==> src/rtl/matmul_rd_sched_if.sv <==
// ---------------------------------------------------------------------------
// matmul_rd_sched_if
// Bundle between the matrix-multiply read scheduler and its surroundings
// (start/done handshake, RAM_A/RAM_B read addresses, MAC control, result
// write strobe).
//
// Modports:
//   master : the scheduler. Drives busy/done, the four read addresses,
//            rd_en, mac_en/mac_first and res_we/res_addr. Samples start
//            (and pause when MATMUL_RD_SCHED_PAUSE_EN is defined).
//   slave  : the surrounding control/datapath. Drives start (and pause),
//            observes everything else.
//
// Optional feature macro: MATMUL_RD_SCHED_PAUSE_EN adds the pause signal.
// ADDR_W must match the scheduler's ADDR_W parameter.
// ---------------------------------------------------------------------------
interface matmul_rd_sched_if #(
  parameter int ADDR_W = 8
);
  logic              start;
  logic              busy;
  logic              done;
  logic              rd_en;
  logic [ADDR_W-1:0] a_addr1;
  logic [ADDR_W-1:0] a_addr2;
  logic [ADDR_W-1:0] b_addr1;
  logic [ADDR_W-1:0] b_addr2;
  logic              mac_en;
  logic              mac_first;
  logic              res_we;
  logic [ADDR_W-1:0] res_addr;
`ifdef MATMUL_RD_SCHED_PAUSE_EN
  logic              pause;
`endif

  modport master (
`ifdef MATMUL_RD_SCHED_PAUSE_EN
    input  pause,
`endif
    input  start,
    output busy, done, rd_en,
    output a_addr1, a_addr2, b_addr1, b_addr2,
    output mac_en, mac_first, res_we, res_addr
  );

  modport slave (
`ifdef MATMUL_RD_SCHED_PAUSE_EN
    output pause,
`endif
    output start,
    input  busy, done, rd_en,
    input  a_addr1, a_addr2, b_addr1, b_addr2,
    input  mac_en, mac_first, res_we, res_addr
  );
endinterface

==> src/rtl/matmul_rd_sched.sv <==
// ---------------------------------------------------------------------------
// matmul_rd_sched
// Sequences an NxN x NxN matrix multiply over two dual-read-port operand
// RAMs, two k-terms per cycle. Loop order: k (step 2) innermost, then j,
// then i. For each pair it issues A[i][k], A[i][k+1], B[k][j], B[k+1][j],
// tags the pair so the MAC knows when to restart its sum (k==0), and emits
// a result write one cycle after the MAC consumes the k==N-2 pair.
//
// Ports:
//   clk   : rising-edge clock
//   reset : synchronous active-high reset (drops in-flight pairs)
//   bus   : matmul_rd_sched_if.master -- start/busy/done handshake,
//           rd_en + A/B address pairs, mac_en/mac_first, res_we/res_addr
//
// Parameters: N (even power of two, 2..16), ADDR_W (address width),
//             RD_LAT (RAM read latency, >= 1).
//
// Optional feature macro: MATMUL_RD_SCHED_PAUSE_EN. When defined, bus.pause
// high during ISSUE stalls address issue (rd_en low, i/j/k and addresses
// held); pairs already issued keep flowing to the MAC and result write.
// ---------------------------------------------------------------------------
module matmul_rd_sched #(
  parameter int N      = 8,
  parameter int ADDR_W = 8,
  parameter int RD_LAT = 1
) (
  input  logic              clk,
  input  logic              reset,
  matmul_rd_sched_if.master bus
);

  localparam int CW = $clog2(N);
  localparam int DW = $clog2(RD_LAT + 1) + 1;
  localparam logic [CW-1:0] IDX_LAST   = CW'(N - 1);
  localparam logic [CW-1:0] K_LAST     = CW'(N - 2);
  localparam logic [DW-1:0] DRAIN_LAST = DW'(RD_LAT);

  // Elaboration-time parameter checks.
  generate
    if (N < 2 || N > 16 || (N % 2) != 0 || (N & (N - 1)) != 0) begin : g_bad_n
      $error("matmul_rd_sched: N must be an even power of two in 2..16");
    end
    if ((N * N - 1) >= (1 << ADDR_W)) begin : g_bad_addr_w
      $error("matmul_rd_sched: ADDR_W too small to hold N*N-1");
    end
    if (RD_LAT < 1) begin : g_bad_rd_lat
      $error("matmul_rd_sched: RD_LAT must be at least 1");
    end
  endgenerate

  typedef enum logic [1:0] {
    S_IDLE,
    S_ISSUE,
    S_DRAIN,
    S_DONE
  } state_t;

  state_t            state_q;
  logic [CW-1:0]     i_q, j_q, k_q;
  logic [CW-1:0]     i_d, j_d, k_d;
  logic              issue_q;
  logic              busy_q;
  logic              done_q;
  logic [DW-1:0]     drain_q;
  logic [ADDR_W-1:0] a1_q, a2_q, b1_q, b2_q;
  logic              last_pair;
  logic              issue_fire;

  // Delay pipe: stage s holds what was issued s+1 cycles ago.
  logic [RD_LAT-1:0]             pv_q;  // pair valid
  logic [RD_LAT-1:0]             pf_q;  // pair valid and k==0
  logic [RD_LAT:0]               pl_q;  // pair valid and k==N-2
  logic [RD_LAT:0][ADDR_W-1:0]   pa_q;  // i*N+j of the pair

  // row*N+col computed entirely in ADDR_W bits.
  function automatic logic [ADDR_W-1:0] rc_addr(input logic [CW-1:0] row,
                                                input logic [CW-1:0] col);
    return ADDR_W'(row) * ADDR_W'(N) + ADDR_W'(col);
  endfunction

  // i/j/k always hold the pair currently presented on the address outputs.
  assign last_pair = (i_q == IDX_LAST) && (j_q == IDX_LAST) && (k_q == K_LAST);

`ifdef MATMUL_RD_SCHED_PAUSE_EN
  assign issue_fire = issue_q & ~bus.pause;
`else
  assign issue_fire = issue_q;
`endif

  // Successor of the presented pair; wraps naturally since N is a power of 2.
  always_comb begin
    i_d = i_q;
    j_d = j_q;
    k_d = k_q + CW'(2);
    if (k_q == K_LAST) begin
      k_d = '0;
      if (j_q == IDX_LAST) begin
        j_d = '0;
        i_d = i_q + CW'(1);
      end else begin
        j_d = j_q + CW'(1);
      end
    end
  end

  always_ff @(posedge clk) begin
    if (reset) begin
      state_q <= S_IDLE;
      i_q     <= '0;
      j_q     <= '0;
      k_q     <= '0;
      issue_q <= 1'b0;
      busy_q  <= 1'b0;
      done_q  <= 1'b0;
      drain_q <= '0;
      a1_q    <= '0;
      a2_q    <= '0;
      b1_q    <= '0;
      b2_q    <= '0;
    end else begin
      case (state_q)
        S_IDLE: begin
          if (bus.start) begin
            // Present pair (0,0,0) in the very next cycle.
            state_q <= S_ISSUE;
            busy_q  <= 1'b1;
            issue_q <= 1'b1;
            i_q     <= '0;
            j_q     <= '0;
            k_q     <= '0;
            a1_q    <= '0;
            a2_q    <= ADDR_W'(1);
            b1_q    <= '0;
            b2_q    <= ADDR_W'(N);
          end
        end
        S_ISSUE: begin
          if (issue_fire) begin
            if (last_pair) begin
              // Addresses stay on the final pair; counters rewind.
              issue_q <= 1'b0;
              state_q <= S_DRAIN;
              drain_q <= '0;
              i_q     <= '0;
              j_q     <= '0;
              k_q     <= '0;
            end else begin
              i_q  <= i_d;
              j_q  <= j_d;
              k_q  <= k_d;
              a1_q <= rc_addr(i_d, k_d);
              a2_q <= rc_addr(i_d, k_d) + ADDR_W'(1);
              b1_q <= rc_addr(k_d, j_d);
              b2_q <= rc_addr(k_d, j_d) + ADDR_W'(N);
            end
          end
        end
        S_DRAIN: begin
          // RD_LAT cycles for the RAM plus one for the final MAC add.
          drain_q <= drain_q + DW'(1);
          if (drain_q == DRAIN_LAST) begin
            state_q <= S_DONE;
            done_q  <= 1'b1;
          end
        end
        S_DONE: begin
          done_q  <= 1'b0;
          busy_q  <= 1'b0;
          state_q <= S_IDLE;
        end
        default: state_q <= S_IDLE;
      endcase
    end
  end

  always_ff @(posedge clk) begin
    if (reset) begin
      pv_q <= '0;
      pf_q <= '0;
      pl_q <= '0;
      pa_q <= '0;
    end else begin
      pv_q[0] <= issue_fire;
      pf_q[0] <= issue_fire & (k_q == '0);
      pl_q[0] <= issue_fire & (k_q == K_LAST);
      pa_q[0] <= rc_addr(i_q, j_q);
      for (int s = 1; s < RD_LAT; s++) begin
        pv_q[s] <= pv_q[s-1];
        pf_q[s] <= pf_q[s-1];
      end
      for (int s = 1; s <= RD_LAT; s++) begin
        pl_q[s] <= pl_q[s-1];
        pa_q[s] <= pa_q[s-1];
      end
    end
  end

  assign bus.busy      = busy_q;
  assign bus.done      = done_q;
  assign bus.rd_en     = issue_fire;
  assign bus.a_addr1   = a1_q;
  assign bus.a_addr2   = a2_q;
  assign bus.b_addr1   = b1_q;
  assign bus.b_addr2   = b2_q;
  assign bus.mac_en    = pv_q[RD_LAT-1];
  assign bus.mac_first = pf_q[RD_LAT-1];
  assign bus.res_we    = pl_q[RD_LAT];
  assign bus.res_addr  = pa_q[RD_LAT];

endmodule

==> src/flat_wrapper.sv <==
// flat-port wrapper written by rule: the top's interface ports become plain ports
module matmul_rd_sched_flat 
#(
  parameter int N      = 8,
  parameter int ADDR_W = 8,
  parameter int RD_LAT = 1
)
  (clk, reset, bus_start, bus_busy, bus_done, bus_rd_en, bus_a_addr1, bus_a_addr2, bus_b_addr1, bus_b_addr2, bus_mac_en, bus_mac_first, bus_res_we, bus_res_addr);
  matmul_rd_sched_if #(.ADDR_W(ADDR_W)) bus_i ();
  input  logic clk;
  input  logic reset;
  input wire logic [$bits(bus_i.start)-1:0] bus_start;
  output wire logic [$bits(bus_i.busy)-1:0] bus_busy;
  output wire logic [$bits(bus_i.done)-1:0] bus_done;
  output wire logic [$bits(bus_i.rd_en)-1:0] bus_rd_en;
  output wire logic [$bits(bus_i.a_addr1)-1:0] bus_a_addr1;
  output wire logic [$bits(bus_i.a_addr2)-1:0] bus_a_addr2;
  output wire logic [$bits(bus_i.b_addr1)-1:0] bus_b_addr1;
  output wire logic [$bits(bus_i.b_addr2)-1:0] bus_b_addr2;
  output wire logic [$bits(bus_i.mac_en)-1:0] bus_mac_en;
  output wire logic [$bits(bus_i.mac_first)-1:0] bus_mac_first;
  output wire logic [$bits(bus_i.res_we)-1:0] bus_res_we;
  output wire logic [$bits(bus_i.res_addr)-1:0] bus_res_addr;
  assign bus_i.start = bus_start;
  assign bus_busy = bus_i.busy;
  assign bus_done = bus_i.done;
  assign bus_rd_en = bus_i.rd_en;
  assign bus_a_addr1 = bus_i.a_addr1;
  assign bus_a_addr2 = bus_i.a_addr2;
  assign bus_b_addr1 = bus_i.b_addr1;
  assign bus_b_addr2 = bus_i.b_addr2;
  assign bus_mac_en = bus_i.mac_en;
  assign bus_mac_first = bus_i.mac_first;
  assign bus_res_we = bus_i.res_we;
  assign bus_res_addr = bus_i.res_addr;
  matmul_rd_sched #(.N(N), .ADDR_W(ADDR_W), .RD_LAT(RD_LAT)) u_core (.clk(clk), .reset(reset), .bus(bus_i));
endmodule
==> config.mk <==
export PLATFORM = sky130hd
export DESIGN_NAME = matmul_rd_sched_flat
export DESIGN_NICKNAME = d
export VERILOG_FILES = /design/src/rtl/matmul_rd_sched_if.sv /design/src/rtl/matmul_rd_sched.sv /design/src/flat_wrapper.sv
export SDC_FILE = /design/constraint.sdc
export NUM_CORES = 1
export LEC_CHECK = 0
export CAP_MARGIN = 20
export CELL_PAD_IN_SITES_DETAIL_PLACEMENT = 0
export CELL_PAD_IN_SITES_GLOBAL_PLACEMENT = 1
export CORE_MARGIN = 2
export CORE_UTILIZATION = 38
export CTS_CLUSTER_SIZE = 24
export DETAILED_ROUTE_END_ITERATION = 6
export PLACE_DENSITY_LB_ADDON = 0.1
export RECOVER_POWER = 25
export SYNTH_ARGS = -nofsm -noshare
export SYNTH_HDL_FRONTEND = slang
export SYNTH_SLANG_ARGS = --single-unit
==> constraint.sdc <==
create_clock -name clk -period 2.6 [get_ports clk]
set_input_delay 0.52 -clock clk [delete_from_list [all_inputs] [get_ports clk]]
set_output_delay 0.52 -clock clk [all_outputs]
set_load 0.02 [all_outputs]
==> out/results.txt, run 1 <==
Slew @ Worst Pin: 0.694 ns
Pins Over Slew Limit: 0
Netlist Area Pre-Place: 2200 um2
Tot GR Track Use: 13.9%
GPL Wtd Cong: 0.746
Detailed placement HPWL: 3000 um
Leakage: 1.06 nW
Setup CP Type: flop to flop
Syn. warnings: 0
Maximum Capacitance Violations: 0
Cell count of the worst reg-to-reg path: 6
Instance count of the mapped netlist: 227
#FFs+latches synth: 49
Status: finished clean
Origin of the critical flop-to-flop path: u_core.state_q[1]$_SDFFE_PP0P_
First-pass GRT wire length: 6940 um
Port Buffer Count: 40
Post-cts hold buffer count: 0
Hold Fails Final Rpt: 0
Drt initial violations: 63
DR pass1 iterations: 4
Most Crowded Layer GR: met2
Hold crit path type: flop to flop
Initial Utilization: 39.7%
Cts bufs inserted: 5
Tot Pwr: 0.00204 W
Worst r2r dst: u_core.bus.b_addr2[6]$_SDFFE_PP0P_
Reg area: 981 um2
Post-route ant nets: 0
Fill cells: 561
Met1 usage: 19.5%
# DRC: 0
Switch Pwr: 0.000641 W
H-tree depth: 2
Grt ovf: 0
Peak VDD IR: 0.000305 V
Final Cycle Share: 81.3%
Clock Power Share: 31.8%
Unrepaired setup endpoints after global routing: no
Postcts setup bufs: 0
Vias in the first global route: 1451
Combinational share of power: 27.3%
Row count: 27
Share of power burned in registers: 41.0%
Worst R2R Setup Slack: 0.49 ns
Die X: 80.0 um
I/O Pins: 49
Post-DR wirelength/cell: 12.7 um
Worst skew pair latency: 0.30 ns
Highest Clock Rate: 473 MHz
Crit path launch type: flop
Layout Nets: 269
Net Sw Frac: 31.4%
Critical path launch point: u_core.state_q[1]$_SDFFE_PP0P_
TritonCTS Sinks: 49
Rel. slew slack: 53.7%
Crit end category: flop
Final setup TNS: 0 ns
Via Count: 1561
TritonCTS clock tree: built
Largest net degree at the start of global routing: 33
Avg Inst Size Synth: 9.68 um2
Area growth from synthesis to layout: 20.8%
Die H: 80.0 um
Core ar.: 5540 um2
Worst Path Required: 2.84 ns
Final setup viols: 0
Met3 GRT Util: 3.51%
Maximum root-to-sink buffer count: 2
Internal Power: 0.00140 W
Crit path max fanout: 13
Seq/Total Area, Yosys: 44.6%
Clk slew on worst S/H paths: 0.09 ns
Met2 usage: 20.3%
Minimum clock period: 2.11 ns
CTS resizes: 0
Finished Core Util: 47.9%
Antenna cells: 0
CP endpoint: u_core.bus.b_addr2[6]$_SDFFE_PP0P_
Crit path DAT: 2.36 ns
Die area: 6410 um2
Initial antenna violation count: 0
Final WL: 4150 um
Multi-input gate area in the final layout: 1000 um2
Power per cell area: 769 nW/um2
Clock root buffer: clkbuf_8
Post-synthesis cell type count: 42
Via-to-Cell Ratio: 4.79
Fin Clk Skew: 0.00832 ns
Share of layout cells above drive strength 1: 5.91%
[routing by layer]
layer / up-vias / routed length, um
li1: 819 / -
met1: 707 / 2150
met2: 30 / 1790
met3: 5 / 149
met4: 0 / 56
met5: - / 0
[cells in the mapped netlist, drive strengths merged]
| library cell | instances | area, um2 |
|---|---|---|
| o21a | 1 | 7.51 |
| and4bb | 1 | 12.5 |
| o22ai | 2 | 12.5 |
| a21oi | 13 | 65.1 |
| nor2b | 18 | 120 |
| and3b | 1 | 8.76 |
| or3 | 2 | 12.5 |
| or4 | 1 | 7.51 |
| a22o | 5 | 43.8 |
| a21bo | 1 | 10.0 |
| or3b | 1 | 8.76 |
| a32o | 3 | 30.0 |
| a211oi | 1 | 7.51 |
| nand2 | 11 | 41.3 |
| mux2i | 5 | 50.1 |
| a21o | 8 | 60.1 |
| dfxtp | 49 | 981 |
| o2bb2ai | 6 | 52.6 |
| and2 | 1 | 6.26 |
| nor3b | 2 | 15.0 |
| nor2 | 11 | 41.3 |
| nand2b | 3 | 18.8 |
| nand3b | 3 | 22.5 |
| a311o | 1 | 10.0 |
| conb | 1 | 3.75 |
| o21ai | 8 | 40.0 |
| ha | 13 | 163 |
| nand4 | 3 | 18.8 |
| inv | 9 | 33.8 |
| buf | 27 | 198 |
| xnor2 | 1 | 8.76 |
| and3 | 2 | 17.5 |
| nor3 | 5 | 25.0 |
| a32oi | 1 | 8.76 |
| nand3 | 3 | 15.0 |
| clkbuf | 3 | 11.3 |
| and4 | 1 | 8.76 |
[final cells by class]
class	count	area share, %
Inverter	9	1.27
Multi-Input combinational cell	146	37.7
Clock buffer	5	2.59
Clock inverter	3	2.59
Sequential cell	49	36.9
Tap cell	72	3.39
Timing Repair Buffer	42	15.6
[power by group through the flow]
stage               sequential (W)  clock (W)  combinational (W)
detailed placement        0.000856          0           0.000562
CTS                       0.000838   0.000667           0.000564
global placement          0.000855          0           0.000567
floorplan                 0.000882          0           0.000396
finish                    0.000836   0.000649           0.000556
global route              0.000845   0.000699           0.000630
[sequential cells by signal (all words and copies together) (netlist names)]
signal / cells
u_core.bus.a_addr1: 6
u_core.state_q: 2
u_core.j_q: 3
u_core.bus.rd_en: 1
u_core.bus.mac_en: 1
u_core.bus.mac_first: 1
u_core.drain_q: 2
u_core.bus.busy: 1
u_core.pl_q: 2
u_core.i_q: 3
u_core.k_q: 3
u_core.bus.done: 1
u_core.bus.b_addr2: 7
u_core.bus.a_addr2: 4
u_core.bus.res_addr: 6
u_core.pa_q: 6
[kinds of logic after synthesis]
family / Yosys count / share of synthesized area, %
buffers and inverters: 39 / 11.0
AO/OA/AOI/OAI: 50 / 15.8
flip-flops: 49 / 44.6
AND/OR/NAND/NOR: 69 / 18.2
adder cells (fa/ha/maj): 13 / 7.40
multiplexers: 5 / 2.28
other: 1 / 0.171
XOR/XNOR: 1 / 0.399
[layout by cell type, fill, tap and decap left out, types with 2 or more instances in the layout]
cell type	instances
a21oi_1	13
dfxtp_1	49
o22ai_1	2
dlygate4sd3_1	3
nand2b_1	3
a21o_1	8
or3_1	2
nor2b_1	17
inv_1	9
nand4_1	3
conb_1	8
nor2_1	11
a32o_1	3
nor3b_1	2
clkbuf_8	5
o21ai_0	8
ha_1	13
nor3_1	5
mux2i_1	5
bufinv_16	2
clkdlybuf4s50_1	37
a22o_1	5
o2bb2ai_1	6
nand3_1	3
nand3b_1	3
nand2_1	11
[worst max-delay path: stages (launching register included)]
cell,delay (ns)
dfxtp_1,0.34
inv_1,0.09
ha_1,0.42
mux2i_1,0.35
a311o_1,0.30
nor2b_4,0.35
a22o_1,0.20
[worst min-delay path by stage]
stage | to | slack [ns] | start | cells after the start
final | u_core.bus.res_addr[5]$_SDFF_PP0_ | 0.44 | u_core.pa_q[5]$_SDFF_PP0_ | 1
after global routing | u_core.pl_q[1]$_SDFF_PP0_ | 0.46 | u_core.pl_q[0]$_SDFF_PP0_ | 1
after CTS | u_core.bus.res_addr[5]$_SDFF_PP0_ | 0.44 | u_core.pa_q[5]$_SDFF_PP0_ | 1
after detailed placement | u_core.bus.res_addr[5]$_SDFF_PP0_ | 0.42 | u_core.pa_q[5]$_SDFF_PP0_ | 1
after floorplan | u_core.bus.res_addr[0]$_SDFF_PP0_ | 0.41 | u_core.pa_q[0]$_SDFF_PP0_ | 1
after global placement | u_core.pl_q[1]$_SDFF_PP0_ | 0.42 | u_core.pl_q[0]$_SDFF_PP0_ | 1
[metrics by stage]
| stage | worst slack, ns | cells | instance area [um2] | hold slack (ns) |
|---|---|---|---|---|
| finish | 0.485 | 326 | 2660 | 0.441 |
| floorplan | 0.714 | 234 | 2220 | 0.414 |
| detailed placement | 0.410 | 318 | 2520 | 0.420 |
| CTS | 0.452 | 326 | 2660 | 0.443 |
| global route | 0.225 | 326 | 2660 | 0.461 |
| global placement | 0.401 | 318 | 2520 | 0.421 |
Power figures use the tool's default switching activity.
==> inputs of run 2 (changes only) <==
Clock period 2.6 ns to 2 ns, I/O delays scaled along.
==> run 2 against run 1 <==
Compared with the run above: global-route usage grew 0.63 points; sequential share of layout area shrank 0.77 points; via count grew 3.8%; critical endpoint is now u_core.bus.a_addr2[4]$_SDFFE_PP0P_; largest cell class unchanged.
==> out/results.txt, run 2 (synthesis gave the netlist of run 1 again) <==
Status: finished clean
GPL Wtd Cong: 0.781
Most common cell after layout, fill and taps aside: dfxtp_1
Clk slew on worst S/H paths: 0.09 ns
Maximum Capacitance Violations: 0
Peak VDD IR: 0.000317 V
# DRC: 0
Via-to-Cell Ratio: 4.78
Final setup TNS: 0 ns
Finished Core Util: 49.0%
Most frequent cells in the layout: dfxtp_1 (48), clkdlybuf4s50_1 (37), nor2b_1 (17)
Layout Nets: 282
Unrepaired setup endpoints after global routing: no
Met1 usage: 19.5%
Final setup viols: 0
DR pass1 iterations: 4
TritonCTS clock tree: built
TritonCTS Sinks: 49
Maximum root-to-sink buffer count: 2
Pins Over Slew Limit: 0
H-tree depth: 2
Crit path max fanout: 6
Origin of the critical flop-to-flop path: u_core.j_q[0]$_SDFFE_PP0P_
Core ar.: 5540 um2
Power per cell area: 926 nW/um2
Port Buffer Count: 40
Worst skew pair latency: 0.30 ns
Die area: 6410 um2
Fin Clk Skew: 0.00652 ns
Via Count: 1620
Hold crit path type: flop to flop
Drt initial violations: 52
Highest Clock Rate: 526 MHz
Initial Utilization: 39.7%
Met2 usage: 22.8%
Worst Path Required: 2.20 ns
Hold Fails Final Rpt: 0
Worst r2r dst: u_core.bus.a_addr2[4]$_SDFFE_PP0P_
Largest net degree at the start of global routing: 33
Post-DR wirelength/cell: 12.8 um
Worst R2R Setup Slack: 0.1 ns
Crit path launch type: flop
Cell count of the worst reg-to-reg path: 6
Crit end category: flop
Setup CP Type: flop to flop
Crit path DAT: 2.10 ns
Die H: 80.0 um
Clock root buffer: clkbuf_8
Die X: 80.0 um
First-pass GRT wire length: 7270 um
Final Cycle Share: 95.1%
Tot GR Track Use: 14.6%
Max FFs per register: 7
Leakage: 1.09 nW
Cts bufs inserted: 5
I/O Pins: 49
Antenna cells: 0
Share of layout cells above drive strength 1: 10.1%
CP endpoint: u_core.bus.a_addr2[4]$_SDFFE_PP0P_
Detailed placement HPWL: 3220 um
Initial antenna violation count: 0
Most Crowded Layer GR: met2
Final WL: 4360 um
Grt ovf: 0
Vias in the first global route: 1553
Row count: 27
Minimum clock period: 1.90 ns
Critical path launch point: u_core.j_q[0]$_SDFFE_PP0P_
Met3 GRT Util: 3.96%
Area growth from synthesis to layout: 23.6%
Post-route ant nets: 0
[run 2: worst max-delay path: stages (launching register included)]
cell and delay [ns]:
dfxtp_2 0.35, ha_1 0.22, ha_1 0.22, and3_4 0.20, mux2i_4 0.20, or3_1 0.37
a32o_1 0.24
[run 2: worst min-delay path by stage]
stage                     cells past startpoint                       from                                end
after detailed placement                      1  u_core.pl_q[0]$_SDFF_PP0_          u_core.pl_q[1]$_SDFF_PP0_
final                                         1  u_core.pl_q[0]$_SDFF_PP0_          u_core.pl_q[1]$_SDFF_PP0_
after CTS                                     1  u_core.pl_q[0]$_SDFF_PP0_          u_core.pl_q[1]$_SDFF_PP0_
after floorplan                               1  u_core.pa_q[0]$_SDFF_PP0_  u_core.bus.res_addr[0]$_SDFF_PP0_
after global placement                        1  u_core.pa_q[1]$_SDFF_PP0_  u_core.bus.res_addr[1]$_SDFF_PP0_
after global routing                          1  u_core.pl_q[0]$_SDFF_PP0_          u_core.pl_q[1]$_SDFF_PP0_
[run 2: layer usage]
| metal | routed length [um] | part of all wire [%] | vias up |
|---|---|---|---|
| met5 | 0 | 0 | - |
| met4 | 46 | 1.1 | 0 |
| met3 | 152 | 3.5 | 6 |
| met2 | 1970 | 45 | 31 |
| met1 | 2190 | 50 | 746 |
| li1 | - | - | 837 |
[run 2: what timing repair did]
item	4_1_cts	5_1_grt
resized for setup	0	3
buffers inserted	0	1
hold buffers	0	0
endpoints found under the setup margin	0	5
[run 2: power breakdown]
group          switching [W]  internal (W)  total [W]
Combinational       0.000474      0.000346   0.000819
Clock               0.000354      0.000255   0.000609
Sequential         0.0000492       0.00104    0.00109
[run 2: final cells by class]
type | count | area [um2]
Fill cell | 559 | 2830
Multi-Input combinational cell | 146 | 1010
Sequential cell | 49 | 982
Timing Repair Buffer | 55 | 502
Tap cell | 72 | 90.1
Clock buffer | 5 | 68.8
Inverter | 9 | 33.8
Clock inverter | 3 | 26.3
[run 2: per-stage QoR]
step                      worst slack, ns  instance area, um2  power, W  cells  hold slack [ns]
after floorplan                     0.114                2220   0.00166    234            0.414
after global placement             0.0759                2610   0.00194    330            0.422
after detailed placement           0.0705                2610   0.00194    330            0.424
after CTS                          0.0422                2710   0.00256    338            0.448
after global routing              0.00248                2720   0.00267    339            0.465
final                              0.0975                2720   0.00252    339            0.444
